--- src/rtl/dps_uart_rx_core.sv ---
// dps_uart_rx_core: UART receive engine (8N1, LSB first).
// Synchronizes the serial line, filters it with a 3-sample majority vote,
// samples each bit at mid-bit and checks the stop bit. Good bytes produce a
// one-cycle valid strobe. A low stop bit produces a one-cycle frame-error strobe.
module dps_uart_rx_core #(
    parameter logic        P_EXTBAUD    = 1'b1,
    parameter logic [19:0] P_BAUD_COUNT = 20'd108
) (
    input  logic        iCLOCK,
    input  logic        iRESET,
    input  logic        iRX_EN,
    input  logic [19:0] iBAUD_COUNT,
    output logic        oRX_VALID,
    output logic [7:0]  oRX_DATA,
    output logic        oFRAME_ERR,
    output logic        oRX_BUSY,
    input  logic        iUART_RXD
);

    typedef enum logic [2:0] {
        stIdle,
        stStart,
        stData,
        stStop,
        stBreak
    } rxState_t;

    rxState_t    state;
    rxState_t    stateNext;

    logic [1:0]  rxSync;
    logic [2:0]  hist;
    logic        majority;

    logic [19:0] baudSel;
    logic [19:0] nSel;
    logic [19:0] nLat;
    logic [19:0] nHalf;
    logic [19:0] nLast;
    logic [19:0] cnt;
    logic [3:0]  bitCnt;
    logic [7:0]  shReg;

    logic        cntClr;
    logic        latchN;
    logic        bitClr;
    logic        shiftEn;
    logic        validSet;
    logic        ferrSet;

    assign baudSel  = P_EXTBAUD ? iBAUD_COUNT : P_BAUD_COUNT;
    assign nSel     = (baudSel < 20'd4) ? 20'd4 : baudSel;
    assign nHalf    = nLat >> 1;
    assign nLast    = nLat - 20'd1;
    assign majority = (hist[2] & hist[1]) | (hist[2] & hist[0]) | (hist[1] & hist[0]);

    // Two-flop synchronizer followed by a 3-sample history (hist[0] newest)
    always_ff @(posedge iCLOCK or posedge iRESET) begin
        if (iRESET) begin
            rxSync <= '1;
            hist   <= '1;
        end else begin
            rxSync <= {rxSync[0], iUART_RXD};
            hist   <= {hist[1:0], rxSync[1]};
        end
    end

    // State register
    always_ff @(posedge iCLOCK or posedge iRESET) begin
        if (iRESET) begin
            state <= stIdle;
        end else begin
            state <= stateNext;
        end
    end

    // Next-state logic and datapath control strobes
    always_comb begin
        stateNext = state;
        cntClr    = 1'b0;
        latchN    = 1'b0;
        bitClr    = 1'b0;
        shiftEn   = 1'b0;
        validSet  = 1'b0;
        ferrSet   = 1'b0;
        if (!iRX_EN) begin
            stateNext = stIdle;
            cntClr    = 1'b1;
            bitClr    = 1'b1;
        end else begin
            case (state)
                stIdle: begin
                    cntClr = 1'b1;
                    if (hist[1] && !hist[0]) begin
                        stateNext = stStart;
                        latchN    = 1'b1;
                    end
                end
                stStart: begin
                    if (cnt == nHalf) begin
                        cntClr = 1'b1;
                        if (majority) begin
                            stateNext = stIdle;
                        end else begin
                            stateNext = stData;
                            bitClr    = 1'b1;
                        end
                    end
                end
                stData: begin
                    if (cnt == nLast) begin
                        cntClr  = 1'b1;
                        shiftEn = 1'b1;
                        if (bitCnt == 4'd7) begin
                            stateNext = stStop;
                        end
                    end
                end
                stStop: begin
                    if (cnt == nLast) begin
                        cntClr = 1'b1;
                        if (majority) begin
                            validSet  = 1'b1;
                            stateNext = stIdle;
                        end else begin
                            ferrSet   = 1'b1;
                            stateNext = stBreak;
                        end
                    end
                end
                stBreak: begin
                    cntClr = 1'b1;
                    if (majority) begin
                        stateNext = stIdle;
                    end
                end
                default: begin
                    stateNext = stIdle;
                    cntClr    = 1'b1;
                end
            endcase
            if (stateNext != state) begin
                cntClr = 1'b1;
            end
        end
    end

    // Counters, shift register, baud latch and registered outputs
    always_ff @(posedge iCLOCK or posedge iRESET) begin
        if (iRESET) begin
            cnt        <= '0;
            nLat       <= '0;
            bitCnt     <= '0;
            shReg      <= '0;
            oRX_VALID  <= 1'b0;
            oRX_DATA   <= '0;
            oFRAME_ERR <= 1'b0;
            oRX_BUSY   <= 1'b0;
        end else begin
            cnt <= cntClr ? '0 : cnt + 20'd1;
            if (latchN) begin
                nLat <= nSel;
            end
            if (bitClr) begin
                bitCnt <= '0;
            end else if (shiftEn) begin
                bitCnt <= bitCnt + 4'd1;
            end
            if (shiftEn) begin
                shReg <= {majority, shReg[7:1]};
            end
            if (validSet) begin
                oRX_DATA <= shReg;
            end
            oRX_VALID  <= validSet;
            oFRAME_ERR <= ferrSet;
            oRX_BUSY   <= (stateNext != stIdle);
        end
    end

endmodule

--- config.mk ---
export PLATFORM = sky130hd
export DESIGN_NAME = dps_uart_rx_core
export DESIGN_NICKNAME = d
export VERILOG_FILES = /design/src/rtl/dps_uart_rx_core.sv
export SDC_FILE = /design/constraint.sdc
export NUM_CORES = 1
export LEC_CHECK = 0
export BUFFER_PORTS_ARGS = -buffer_cell sky130_fd_sc_hd__buf_2
export CAP_MARGIN = 10
export CORE_MARGIN = 5
export CORE_UTILIZATION = 60
export DETAILED_ROUTE_END_ITERATION = 7
export PLACE_DENSITY = 0.88
export SYNTH_ARGS = -nofsm -noshare
export SYNTH_HDL_FRONTEND = slang
export SYNTH_SLANG_ARGS = --single-unit
--- constraint.sdc ---
create_clock -name iCLOCK -period 4.7 [get_ports iCLOCK]
set_clock_uncertainty 0.15 [all_clocks]
set_input_delay 0.235 -clock iCLOCK [delete_from_list [all_inputs] [get_ports iCLOCK]]
set_output_delay 0.235 -clock iCLOCK [all_outputs]
set_load 0.01 [all_outputs]
Word-level counts from Yosys, hierarchy flattened
Index checks and enable logic that the tools add are counted.
{"block": "word_totals", "elab_cells": 70, "out_inout_bits": 11, "reg_bits": 71}
{"block": "classes", "reduce_logical": 6, "magnitude_cmp": 1, "bitwise_logic": 5, "n_eq_ne": 8, "add_sub_neg": 3, "mux": 36}
{"cell": "two-way mux 20 bit", "n": 2}
{"cell": "two-way mux 3 bit", "n": 9}
{"cell": "adder 20 x 1 -> 20 bit (second input constant)", "n": 1}
{"cell": "== test 20 x 19 -> 1 bit", "n": 1}
{"cell": "== test 20 bit", "n": 1}
{"cell": "< comparator 20 x 3 -> 1 bit (second input constant)", "n": 1}
{"cell": "two-way mux 1 bit", "n": 20}
{"cell": "subtractor 20 x 1 -> 20 bit (second input constant)", "n": 1}
{"cell": "one-hot mux 3 bit (5 select lines)", "n": 1}
{"cell": "two-way mux 4 bit", "n": 2}
{"cell": "== test 3 x 2 -> 1 bit (second input constant)", "n": 2}
{"cell": "adder 4 x 1 -> 4 bit (second input constant)", "n": 1}
{"cell": "== test 4 x 3 -> 1 bit (second input constant)", "n": 1}
{"cell": "AND 1 bit", "n": 3}
{"cell": "== test 3 x 1 -> 1 bit (second input constant)", "n": 1}
{"cell": "== test 3 bit (second input constant)", "n": 1}
{"cell": "zero test 3 bit", "n": 1}
{"cell": "inequality test 3 bit", "n": 1}
{"cell": "nonzero test 3 bit", "n": 1}
{"cell": "two-way mux 2 bit", "n": 1}
{"cell": "bitwise OR 1 bit", "n": 2}
{"cell": "one-hot mux 1 bit (2 select lines)", "n": 1}
{"cell": "nonzero test 2 bit", "n": 1}
{"cell": "OR reduction 2 bit", "n": 1}
{"cell": "other kinds (2)", "n": 2}

Logic depth before layout (Yosys ltp)
Gate-level depths: netlist (run 1).
{"block": "depth", "ltp_word": 11, "ltp_mapped": 11, "depth_no_buf": 10}

Worst setup path after synthesis (run 1)
No wires, ideal clock.
{"block": "synth_timing", "path_type": "register -> register", "start": "register nLat[2]", "end": "register oRX_DATA[0]", "n_path_buf": 2, "t_required_ns": 4.425, "path_stages_with_launch": 11, "setup_ns": 0.125, "path_slack_ns": 1.468, "arrival_time_ns": 2.957, "cell_sequence": "dfrtp_1 buf_6 or4_1 buf_2 or4b_1 a21oi_1 o211ai_1 and4b_1 nand2_2 nor3_4 mux2_2"}
{"block": "synth_between", "elab_chain_len": 5}
{"item": "start, declared", "line": "37", "source": "logic [19:0] nLat;"}
{"item": "start signal, assigned", "line": "162", "source": "nLat <= nSel;"}
{"item": "subtractor 20 x 1 -> 20 bit", "line": "54", "source": "assign nLast = nLat - 20'd1;"}
{"item": "== test 20 bit", "line": "120", "source": "if (cnt == nLast) begin"}
{"item": "two-way mux 1 bit", "line": "120"}
{"item": "two-way mux 1 bit", "line": "91", "source": "case (state)"}
{"item": "two-way mux 1 bit", "line": "86", "source": "if (!iRX_EN) begin"}
{"item": "end signal, assigned", "line": "173", "source": "oRX_DATA <= shReg;"}
{"item": "end, declared", "line": "14", "source": "output logic [7:0] oRX_DATA,"}
Every way passes these cells.
A chain may end at the register's enable or synchronous reset.

Worst setup path in the final report (run 1)
{"block": "layout_timing", "start": "register nLat[11]", "end": "register bitCnt[2]"}
{"block": "layout_between", "elab_chain_len": 6, "elab_cells_between_ends": 11, "classes_between": "add/sub: 1; eq/ne: 2; mux: 7; reduce/logical: 1"}
{"item": "subtractor 20 x 1 -> 20 bit", "line": "54"}
{"item": "== test 20 bit", "line": "111", "source": "if (cnt == nLast) begin"}
{"item": "two-way mux 1 bit", "line": "111"}
{"item": "two-way mux 1 bit", "line": "91"}
{"item": "two-way mux 1 bit", "line": "86"}
{"item": "nonzero test 2 bit (no source line)"}
{"item": "end signal, assigned", "line": "167", "source": "bitCnt <= bitCnt + 4'd1;"}
{"item": "end, declared", "line": "41", "source": "logic [3:0] bitCnt;"}
Several ways; a longest one is shown, not always the timed one.

==> flow_summary.ini, run 1 <==
[outcome]
outcome = finished, violations left
violations = hold timing

[clock_tree]
clockRootBuffer = clkbuf_8
cts_sinks = 71
cts_buffer_depth = 2
post_cts_buffers = 0
cts_hold_buf = 19
htreeDepth = 3
cts_tree = done
cts_buffers = 9
post_cts_resized = 0
insertion_delay_ns = 0.35
path_clk_slew_ns = 0.08

[floorplanning]
die_y_um = 91.7
start_util_pct = 62.4
die_area_sq_mm = 0.00841
die_width_um = 91.7
coreArea_sq_mm = 0.00642
rows = 29
pin_count = 35

[sta]
final-setup-viol-count = 0
tightest_slew_ns = 1.03
slew_headroom_pct = 31.3
finalMaxSlewViolations = 0
hold_viol = 20
setup-tns-final_ns = 0
fin_crit_sh_pct = 79.3
hold-worst-slack_ns = -0.0316
fmax_mhz = 268
rsz0062_at_grt = no
min_period_ns = 3.72

[cells_and_area]
instances_no_fill = 512
nets = 457
drive_gt1_share_pct = 23.7
syn_to_final_growth_pct = 13.9
fin_area_sq_mm = 0.00456
antenna_cells = 0

[placement]
dp_hpwl_um = 6370
dpl.cell_count = 476
dpl_cell_area_sq_mm = 0.00418
place.gp.congestion = 0.949
io_buffers = 34

[synthesis]
syn_nets = 414
synthDistinctLibCells = 52
postSynthAreaPerCell_sq_um = 10.4
synth_edf_count = 0
synth.top_cell.area_share_pct = 41.2
ys_seq_elements = 71
yosys.area.top_type = dfrtp_1
ys_warn_count = 0
netlist_area_sq_mm = 0.00401
synth-seq-area-share_pct = 44.5
syn_inst = 387
ys_top_cells_by_count = 66 x dfrtp_1, 40 x xnor2_1, 35 x nor2_1, 33 x mux2_2, 23 x xor2_1
synth_ff_type = dfrtp_1
synth_area_leaders = dfrtp_1 41%, mux2_2 9.3%, xnor2_1 8.7%
ys_async_sr_fraction_pct = 100
yosysMostFrequentCell = dfrtp_1

[power]
combPwrFrac_pct = 21.0
pwr-share-seq_pct = 49.6
power.density_mw_per_mm2 = 334
peakVddDrop_mv = 0.277
power_mw = 1.52
power.internal_mw = 1.01
switching_share_pct = 33.3
power_switching_mw = 0.507
leakage_nw = 1.97
pwr-share-clk_pct = 29.5

[critical_path]
start_kind = flip-flop
required_ns = 4.84
rrSetupSlack_ns = 0.98
path_max_fanout = 11
endpoint_kind = flip-flop
critPathArrivalTime_ns = 3.86
path_class = reg2reg

[global_routing]
grt.total_usage_pct = 23.4
grt_max_degree = 72
first_global_vias = 3185
grt_pass1_wl_um = 15600
grt-ovfl-total = 0
antenna_found_initial = 0

[flow_run]
cap_violations = 0

[detailed_routing]
dr.first_iter.drc_count = 266
wl_met3_um = 516
top_layer = met4
routedWlPerCell_um = 17.9
drtAntennaViolNets = 0
wirelength_um = 9140
viasPerCell = 6.06
drcViolationCount = 0
wl_met2_um = 4360
met1_length_um = 4140
firstDrtPassIters = 4
num_vias = 3101

[worst_hold_path]
hp-class = in2async
cell usage in the layout, fill, tap and decap left out, types with 3 or more instances in the layout:
master         Yosys  layout
nand2b_1           6       6
dfrtp_1           66      66
dlygate4sd3_1      0      20
or4b_2             4       4
nor4_1            10      10
nor3_1             7       7
nand4_1           12      12
dfstp_2            5       5
or4_1              4       4
buf_2              6      34
or3_1              5       5
o211ai_1           3       3
xnor2_1           40      40
nor2b_1            4       4
inv_1              8       7
a21oi_1            4       4
and3_1             6       6
nand3_1           14      14
inv_6              0       3
nor2_1            35      35
nand2_1           18      18
nand4b_1           6       6
xor2_1            23      23
o21ai_0            5       4
mux2_2            33      33
ha_1               3       3
clkbuf_8           0       9
and4_1             3       3
mux2i_1            3       3
flip-flops by register name, indices dropped and copies added (netlist names):
| register | cells |
|---|---|
| cnt | 20 |
| nLat | 20 |
| oRX_DATA | 8 |
| shReg | 8 |
| bitCnt | 4 |
| hist | 3 |
| state | 3 |
| rxSync | 2 |
| oFRAME_ERR | 1 |
| oRX_BUSY | 1 |
| oRX_VALID | 1 |
power by group through the flow:
| stage | combinational (mW) | sequential, mW | clock (mW) |
|---|---|---|---|
| 3_3_place_gp | 0.294 | 0.756 | 0 |
| 4_1_cts | 0.314 | 0.751 | 0.453 |
| 6_report | 0.319 | 0.754 | 0.448 |
| 2_1_floorplan | 0.269 | 0.711 | 0 |
| 3_5_place_dp | 0.298 | 0.762 | 0 |
| 5_1_grt | 0.349 | 0.764 | 0.489 |
cell type report:
class	count	area, sq um
flip-flops and latches	71	1780
clock inverters	7	55.1
inverters	8	30.0
clock buffers	9	124
fillers	461	1860
well taps	77	96.3
repair buffers	56	385
multi-input cells	284	2090
kinds of logic after synthesis:
kind of cell             count (synthesis)  synth area share, %
buffers and inverters                   32                 3.37
flip-flops                              71                 44.5
AO/OA/AOI/OAI                           31                 5.59
XOR/XNOR                                63                 13.8
adder cells (fa/ha/maj)                  4                 1.19
AND/OR/NAND/NOR                        150                 21.6
multiplexers                            36                 10.0
worst max-delay path, stage by stage (launching register included):
cell	delay, ns
dfrtp_1	0.47
or2_2	0.33
nor4_1	0.73
a31oi_1	0.22
nor4_1	0.35
and4_1	0.33
nand3_1	0.40
or4b_1	0.60
nand2_1	0.09
stage by stage:
step	setup slack (ns)	utilization, %
2_1_floorplan	1.47	-
3_3_place_gp	1.17	65.1
3_5_place_dp	0.999	65.1
4_1_cts	0.986	70.9
5_1_grt	0.655	71.1
6_report	0.975	71.1
worst paths after layout:
path / from / endpoint / cells past startpoint
max: nLat[11]$_DFFE_PP0P_ / bitCnt[2]$_DFFE_PP0P_ / 8
min: iRESET / shReg[4]$_DFFE_PP0P_ / 3
max reg2reg: nLat[11]$_DFFE_PP0P_ / bitCnt[2]$_DFFE_PP0P_ / 8
min reg2reg: rxSync[1]$_DFF_PP1_ / hist[0]$_DFF_PP1_ / 0
max in group asynchronous: iRESET / nLat[0]$_DFFE_PP0P_ / 3
min in group iCLOCK: iBAUD_COUNT[10] / nLat[10]$_DFFE_PP0P_ / 2
routing by layer:
metal	vias to the layer above	track usage, %
li1	1452	-
met3	10	5.40
met4	0	7.80
met2	97	37.9
met1	1542	31.1
met5	-	0
Power figures use the tool's default switching activity.
==> run 2: changes to the inputs <==
--- a/config.mk
+++ b/config.mk
@@ -5,6 +5,7 @@
 export SDC_FILE = /design/constraint.sdc
 export NUM_CORES = 1
 export LEC_CHECK = 0
+export ABC_AREA = 1
 export BUFFER_PORTS_ARGS = -buffer_cell sky130_fd_sc_hd__buf_2
 export CAP_MARGIN = 10
 export CORE_MARGIN = 5
==> constraint.sdc (replaced) <==
create_clock -name iCLOCK -period 3.85 [get_ports iCLOCK]
set_clock_uncertainty 0.15 [all_clocks]
set_input_delay 0.1925 -clock iCLOCK [delete_from_list [all_inputs] [get_ports iCLOCK]]
set_output_delay 0.1925 -clock iCLOCK [all_outputs]
set_load 0.01 [all_outputs]
==> flow_summary.ini, run 2 <==
[global_routing]
grt_max_degree = 53
grt-ovfl-total = 0
grt.total_usage_pct = 27.6
first_global_vias = 4221
grt_pass1_wl_um = 19600
antenna_found_initial = 0

[cells_and_area]
antenna_cells = 0
fillCellCount = 538
mostFrequentLayoutCells = 172 x nand2_1, 85 x nor2_1, 73 x inv_1
top_regs = cnt (20), nLat (20)
nets = 684
drive_gt1_share_pct = 13.9
instances_no_fill = 761
syn_to_final_growth_pct = 14.2
mostFrequentLayoutCell = nand2_1

[detailed_routing]
dr.first_iter.drc_count = 344
met1_length_um = 4700
top_layer = met4
viasPerCell = 5.45
firstDrtPassIters = 5
drcViolationCount = 0
wl_met3_um = 777
wirelength_um = 11500
wl_met2_um = 5560
num_vias = 4150
drtAntennaViolNets = 0
routedWlPerCell_um = 15.1

[power]
peakVddDrop_mv = 0.266
leakage_nw = 2.58
power.density_mw_per_mm2 = 382

[placement]
dpl.cell_count = 724
io_buffers = 34
place.gp.congestion = 0.990
dp_hpwl_um = 7740

[clock_tree]
cts_buffer_depth = 2
htreeDepth = 3
insertion_delay_ns = 0.35
cts_sinks = 71
path_clk_slew_ns = 0.08
cts_buffers = 9
cts_hold_buf = 21
cts_tree = done
post_cts_resized = 0
clockRootBuffer = clkbuf_8
post_cts_buffers = 0

[synthesis]
synth-seq-area-share_pct = 40.0
synth_edf_count = 0
syn_inst = 607
synth_area_leaders = dfrtp_1 37%, nand2_1 14%, nor2_1 7.2%
ys_seq_elements = 71
ys_top_cells_by_count = 172 x nand2_1, 86 x nor2_1, 74 x inv_1, 66 x dfrtp_1, 35 x nand3_1
synth.top_cell.area_share_pct = 37.0
ys_async_sr_fraction_pct = 100
syn_nets = 634
synthDistinctLibCells = 40
synth_ff_type = dfrtp_1
yosysMostFrequentCell = nand2_1
yosys.area.top_type = dfrtp_1
postSynthAreaPerCell_sq_um = 7.34
netlist_area_sq_mm = 0.00446
ys_warn_count = 0

[floorplanning]
die_area_sq_mm = 0.00925
start_util_pct = 61.5
coreArea_sq_mm = 0.00725
pin_count = 35
die_width_um = 96.2
rows = 31
die_y_um = 96.2

[sta]
fin_crit_sh_pct = 77.6
tightest_slew_ns = 1.07
hold_viol = 0
setup-tns-final_ns = 0
slew_headroom_pct = 28.5
fmax_mhz = 335
final-setup-viol-count = 0
min_period_ns = 2.99
finalMaxSlewViolations = 0
rsz0062_at_grt = no

[critical_path]
startpoint = nLat[0]$_DFFE_PP0P_
rrSetupSlack_ns = 0.86
critPathSlowestCell = nand2_1
start_kind = flip-flop
r2r_start = nLat[0]$_DFFE_PP0P_
worst_path_most_repeated_cell = nand2_1
cp-endpoint = cnt[19]$_DFF_PP0_
critPathArrivalTime_ns = 3.03
slowest_delay_ns = 0.58
required_ns = 3.90
endpoint_kind = flip-flop
rr_endpoint = cnt[19]$_DFF_PP0_
ff2ff_path_depth = 15
worstPathCellList = inv_1 -> ha_1 -> nand2_1 -> nor2_1 -> nand3_1 -> nand3_1 -> nand2_1 -> nor2_1 -> nand2_1 -> nor2_4 -> nand2_4 -> clkinv_2 -> nand2_1 -> nand2_1 -> nor2_1
path_max_fanout = 20
path_class = reg2reg

[flow_run]
cap_violations = 0

[outcome]
outcome = completed

[worst_hold_path]
hp-class = in2reg
run 2: cell count changes after synthesis, moves of 7 or more:
cell      change
inv_1        +66
nand3_1      +21
o21ai_0      +16
nor2_1       +51
o21ai_1      +14
mux2_2       -33
clkbuf_1      -7
nand2_1     +154
xnor2_1      -20
run 2: critical path: cells and delay by family, from the launching register on:
family,cells,cell delay (ns)
fa+ha+maj,1,0.23
buf+inv,2,0.23
flops,1,0.38
simple gates,12,1.82
run 2: cells by family (layout without fill, tap and decap cells):
group | count (synthesis) | after routing | synth area share, %
AO/OA/AOI/OAI | 45 | 45 | 5.61
AND/OR/NAND/NOR | 351 | 351 | 36.3
adder cells (fa/ha/maj) | 3 | 3 | 0.842
XOR/XNOR | 42 | 42 | 8.59
flip-flops | 71 | 71 | 40.0
buffers and inverters | 95 | 150 | 8.67
run 2: cell type report:
cell class / instances / area, sq um / share of cell area [%]
Sequential cell: 71 / 1780 / 35.0
Tap cell: 99 / 124 / 2.43
Clock inverter: 5 / 56.3 / 1.11
Clock buffer: 11 / 151 / 2.97
Multi-Input combinational cell: 441 / 2290 / 45.0
Timing Repair Buffer: 57 / 395 / 7.77
Inverter: 77 / 290 / 5.70
run 2: stage by stage:
stage	utilization (%)	power, mW	instance area [sq um]	setup WS [ns]	hold slack [ns]
global placement	64.4	1.27	4670	1.13	0.148
detailed placement	64.4	1.29	4670	0.997	0.149
floorplan	-	1.19	4460	1.56	0.0470
global route	70.2	2.04	5090	0.600	0.0498
finish	70.2	1.94	5090	0.862	0.0424
CTS	70.2	1.93	5090	0.935	0.0226
run 2: where the power goes:
| group | total [mW] | internal, mW | switching (mW) |
|---|---|---|---|
| Sequential | 0.865 | 0.791 | 0.0735 |
| Combinational | 0.446 | 0.162 | 0.284 |
| Clock | 0.633 | 0.334 | 0.299 |
| Total | 1.94 | 1.29 | 0.656 |
run 2: layer usage:
layer  vias up  global-route usage [%]
li1       1990                       -
met1      1934                    34.0
met2       186                    45.8
met3        40                    5.63
met4         0                    13.5
met5         -                       0
run 2: worst min path at each step:
stage,to,from,cells past startpoint
after global placement,rxSync[0]$_DFF_PP1_,iUART_RXD,1
after CTS,nLat[2]$_DFFE_PP0P_,iBAUD_COUNT[2],3
after global routing,nLat[2]$_DFFE_PP0P_,iBAUD_COUNT[2],3
after detailed placement,rxSync[0]$_DFF_PP1_,iUART_RXD,1
after floorplan,rxSync[0]$_DFF_PP1_,iUART_RXD,0
final,nLat[2]$_DFFE_PP0P_,iBAUD_COUNT[2],3
